--- config.mk ---
export PLATFORM = sky130hd
export DESIGN_NAME = uart_rx_fifo_mmio
export DESIGN_NICKNAME = d
export VERILOG_FILES = /design/src/rtl/uart_rx_fifo_mmio.sv
export SDC_FILE = /design/constraint.sdc
export NUM_CORES = 1
export LEC_CHECK = 0
export ABC_AREA = 1
export BUFFER_PORTS_ARGS = -buffer_cell sky130_fd_sc_hd__buf_2
export CAP_MARGIN = 25
export CORE_MARGIN = 2
export CORE_UTILIZATION = 40
export CTS_CLUSTER_DIAMETER = 80
export DETAILED_ROUTE_END_ITERATION = 10
export SYNTH_ARGS = -nofsm -noshare
export SYNTH_HDL_FRONTEND = slang
export SYNTH_SLANG_ARGS = --single-unit
--- constraint.sdc ---
create_clock -name clk -period 4.8 [get_ports clk]
set_input_delay 0.24 -clock clk [delete_from_list [all_inputs] [get_ports clk]]
set_output_delay 0.24 -clock clk [all_outputs]
set_load 0.03 [all_outputs]
--- src/rtl/uart_rx_fifo_mmio.sv ---
// uart_rx_fifo_mmio
//   Receives frames from the UART receiver, checks their parity and buffers
//   them in a DEPTH-entry FIFO. The core reads the FIFO through memory-mapped
//   registers. A level interrupt is raised while data is waiting.
//
// Ports
//   clk       system clock
//   rst       synchronous active-high reset
//   rx_sr     receiver frame register: [8] parity bit, [7:0] data byte
//   rx_ready  receiver capture strobe, high for one or more cycles per frame
//   sel       peripheral selected by the bus decoder
//   we        1 = write, 0 = read (qualified by sel)
//   addr      byte offset: 0x0 DATA, 0x4 STATUS, 0x8 CTRL
//   wdata     write data
//   rdata     read data, combinational from addr and the current state
//   irq       interrupt, irq_en & ~empty
module uart_rx_fifo_mmio #(
    parameter int DEPTH      = 16,
    parameter int PTR_W      = 4,
    parameter int PARITY_ODD = 0
) (
    input  logic        clk,
    input  logic        rst,
    input  logic [8:0]  rx_sr,
    input  logic        rx_ready,
    input  logic        sel,
    input  logic        we,
    input  logic [3:0]  addr,
    input  logic [31:0] wdata,
    output logic [31:0] rdata,
    output logic        irq
);

    logic [8:0]       mem [DEPTH];
    logic [PTR_W-1:0] wr_ptr_reg;
    logic [PTR_W-1:0] rd_ptr_reg;
    logic [PTR_W:0]   count_reg;
    logic             rdy_q_reg;
    logic             rdy_q2_reg;
    logic             overrun_reg;
    logic             perr_sticky_reg;
    logic             irq_en_reg;

    logic             empty;
    logic             full;
    logic             push_strobe;
    logic             perr;
    logic             ctrl_wr;
    logic             flush;
    logic             pop_req;
    logic             push_ok;
    logic             pop_ok;
    logic [PTR_W-1:0] wr_idx;
    logic [8:0]       head;
    logic [4:0]       count5;
    logic             unused_wdata;

    assign empty       = (count_reg == '0);
    assign full        = (count_reg == (PTR_W+1)'(DEPTH));
    // Rising edge of ready, one cycle late: rx_sr has settled by then.
    assign push_strobe = rdy_q_reg & ~rdy_q2_reg;
    assign perr        = (^rx_sr) ^ (PARITY_ODD != 0);
    assign ctrl_wr     = sel & we & (addr == 4'h8);
    assign flush       = ctrl_wr & wdata[3];
    assign pop_req     = sel & ~we & (addr == 4'h0);
    // A flush empties the FIFO first, so a push arriving with it is kept
    // and lands in entry 0; a pop in the same cycle is discarded.
    assign push_ok     = push_strobe & (~full | flush);
    assign pop_ok      = pop_req & ~empty & ~flush;
    assign wr_idx      = flush ? '0 : wr_ptr_reg;
    assign head        = mem[rd_ptr_reg];
    assign count5      = 5'(count_reg);
    assign irq         = irq_en_reg & ~empty;
    assign unused_wdata = ^wdata[31:4];

    // Storage array, no reset so it can map onto RAM.
    always_ff @(posedge clk) begin
        if (push_ok) begin
            mem[wr_idx] <= {perr, rx_sr[7:0]};
        end
    end

    always_ff @(posedge clk) begin
        if (rst) begin
            wr_ptr_reg      <= '0;
            rd_ptr_reg      <= '0;
            count_reg       <= '0;
            rdy_q_reg       <= 1'b0;
            rdy_q2_reg      <= 1'b0;
            overrun_reg     <= 1'b0;
            perr_sticky_reg <= 1'b0;
            irq_en_reg      <= 1'b0;
        end else begin
            rdy_q_reg  <= rx_ready;
            rdy_q2_reg <= rdy_q_reg;

            if (flush) begin
                wr_ptr_reg <= push_ok ? PTR_W'(1) : '0;
                rd_ptr_reg <= '0;
                count_reg  <= push_ok ? (PTR_W+1)'(1) : '0;
            end else begin
                if (push_ok) begin
                    wr_ptr_reg <= wr_ptr_reg + 1'b1;
                end
                if (pop_ok) begin
                    rd_ptr_reg <= rd_ptr_reg + 1'b1;
                end
                unique case ({push_ok, pop_ok})
                    2'b10:   count_reg <= count_reg + 1'b1;
                    2'b01:   count_reg <= count_reg - 1'b1;
                    default: count_reg <= count_reg;
                endcase
            end

            // Set events take priority over software clears.
            if (push_strobe & full & ~flush) begin
                overrun_reg <= 1'b1;
            end else if (ctrl_wr & wdata[1]) begin
                overrun_reg <= 1'b0;
            end

            if (push_ok & perr) begin
                perr_sticky_reg <= 1'b1;
            end else if (ctrl_wr & wdata[2]) begin
                perr_sticky_reg <= 1'b0;
            end

            if (ctrl_wr) begin
                irq_en_reg <= wdata[0];
            end
        end
    end

    always_comb begin
        rdata = '0;
        unique case (addr)
            4'h0: rdata = empty ? 32'd0 : {23'd0, head};
            4'h4: rdata = {19'd0, count5, 3'd0, irq_en_reg, perr_sticky_reg,
                           overrun_reg, full, empty};
            4'h8: rdata = {31'd0, irq_en_reg};
            default: rdata = '0;
        endcase
    end

endmodule
==> reports/metrics.cfg <==
[sta]
hold_viol_final=0
relSlewSlack_pct=30.7
setup_tns_ns=0
worst_slack_ns=1.65
slew_violations=0
worst_slew_pin_slew_ns=1.04
fmax_ghz=0.318
fin_skew_ns=0.00727
rsz0062_at_grt=false
fin_crit_sh_pct=65.6
min_period_ns=3.15
setup-violations-final=0

[layout]
nFillCells=1582
layout.cells.non_filler=914
antenna_cells=0
drive_gt1_share_pct=15.5
nets=726
final_cell_mix=144 x edfxtp_1, 85 x nor2_1, 73 x nand2_1
final_common_cell=edfxtp_1
largest_reg_flops=144
syn_to_final_growth_pct=13.1
top_register=mem

[global_routing]
grt_max_degree=49
gr-total-overflow=0
antenna_found_initial=0
grt_pass1_vias=4660
grt_usage_pct=17.4
grt_pass1_wl_mm=25.5

[placed_design]
dp_hpwl_mm=10.4
placedCellCount=879
io_buffers=35
gp_congestion=0.882
place_ws_ns=2.11

[cts]
cts_tree=done
path_clk_slew_ns=0.06
clock_path_buffers=2
post_cts_buffers=0
root_buffer=clkbuf_16
clock_latency_ns=0.43
hold_buffers=0
cts_max_level=4
clock_sinks=166
post_cts_resize_count=0
numCtsBuffers=17

[floorplan]
pin_count=83
die_w_um=138
coreArea_um2=17800
die_area_um2=19100
die_y_um=138
rows=49
start_util_pct=40.4

[job]
cap_violations=0

[synthesis]
synth_top_family_by_area=simple AND/OR/NAND/NOR gates
synth_cells=633
ys_ff_latch=166
yosys-top-cells-area=edfxtp_1 60%, dfxtp_1 6.1%, o21ai_0 4.6%, nor2_1 4.4%, nand2_1 3.8%
synth_area_um2=7210
synth_fa_ha_area_share_pct=0.521
synthSimpleGateAreaFrac_pct=13.8
synth_mux_area_share_pct=0.139
avgSynthCellArea_um2=11.4
ys.flop_type=edfxtp_1
yosysWarningCount=0
ys_async_sr_fraction_pct=0
ys_types=45
ys_seq_area_share_pct=66.1
post-synth-top-area-cell=edfxtp_1
synth_xor_area_share_pct=1.34
synth_top_area_share_pct=60.0
synth_edf_count=144
synth_compound_area_share_pct=12.0

[detailed_routing]
wl_met3_um=924
dr.pass1.iters=5
wl_met2_mm=7.96
drtAntennaViolNets=0
viasPerCell=5.27
drt-met1-wl_mm=7.32
drtIter0Drc=415
num_vias=4820
routed_wl_mm=16.5
post_drt_wl_per_cell_um=18.0
route.detailed.drc=0
topRoutingLayerUsed=met4

[critical_path]
crit_arrival_ns=2.91
critPathKind=reg -> out
critPathLaunchType=flip-flop
end_kind=output port
required_ns=4.56
critical_path.max_fanout=37

[outcome]
run_status=complete, no violations

[min_path]
worstHoldPathType=in -> reg

[pwr]
p_per_area_nw_per_um2=372
leakage_nw=2.95
peakVddDrop_v=0.000298

==> critical path, stage by stage, from the launching register on <==
cell      delay, ns
dfxtp_1        0.30
buf_4          0.37
clkinv_1       0.35
buf_4          0.34
nand2_1        0.11
a21oi_1        0.06
a211oi_1       0.29
a311oi_1       0.11
o21ai_0        0.28
buf_2          0.26
==> cells in the mapped netlist, drive strengths merged (2+ instances only) <==
cell type  count
a21oi         26
o22ai         16
nand4          3
nand2         80
a22o           2
clkinv         2
a211oi         3
nor2          92
edfxtp       144
dfxtp         22
nor3b          4
nand3         20
ha             3
inv           44
o21ai         67
o221ai         9
o211ai         4
o31ai          4
xor2           7
nor3          11
clkbuf        22
a221oi         7
buf           25
xnor2          4
a31oi          5
==> logic make-up after synthesis <==
group	count (synthesis)
simple gates	212
other cells	1
mux	1
xor+xnor	11
fa+ha+maj	3
flops	166
compound gates	146
buf+inv	93
==> where the power goes <==
part	internal (mW)	switching (mW)	total [mW]
Sequential	1.60	0.00553	1.60
Clock	0.756	0.532	1.29
Combinational	0.0311	0.115	0.146
Total	2.38	0.653	3.04
==> layout make-up <==
class	count	area [µm²]	share of cell area, %
Clock buffer	17	425	5.22
Inverter	46	173	2.12
Timing Repair Buffer	50	292	3.57
Multi-Input combinational cell	392	2080	25.5
Clock inverter	14	136	1.67
Sequential cell	166	4770	58.4
Tap cell	229	287	3.51
==> path summary, 6_finish.rpt <==
| path | from | to | slack, ns | depth (start not counted) |
|---|---|---|---|---|
| hold reg to reg | rdy_q_reg | rdy_q2_reg | 0.43 | 2 |
| setup / recovery | flip-flop | rdata[1] | 1.65 | 9 |
| setup reg to reg | count5[0] | mem[10][6] | 2.39 | 8 |
| hold / removal | rx_ready | rdy_q_reg | 0.03 | 3 |
==> per-stage QoR <==
step | hold slack (ns) | instance area, µm² | util (%) | total power, mW
2_1_floorplan | 0.339 | 7280 | - | 1.73
3_3_place_gp | 0.421 | 7560 | 42.4 | 1.77
3_5_place_dp | 0.423 | 7560 | 42.4 | 1.78
4_1_cts | 0.0133 | 8120 | 45.5 | 3.05
5_1_grt | 0.0221 | 8160 | 45.7 | 3.12
6_report | 0.0257 | 8160 | 45.7 | 3.04
==> layer usage <==
metal | track usage [%] | vias up
li1 | - | 2305
met1 | 23.8 | 2336
met2 | 28.1 | 163
met3 | 3.19 | 16
met4 | 6.12 | 0
met5 | 0 | -
(Power assumes the default switching activity.)
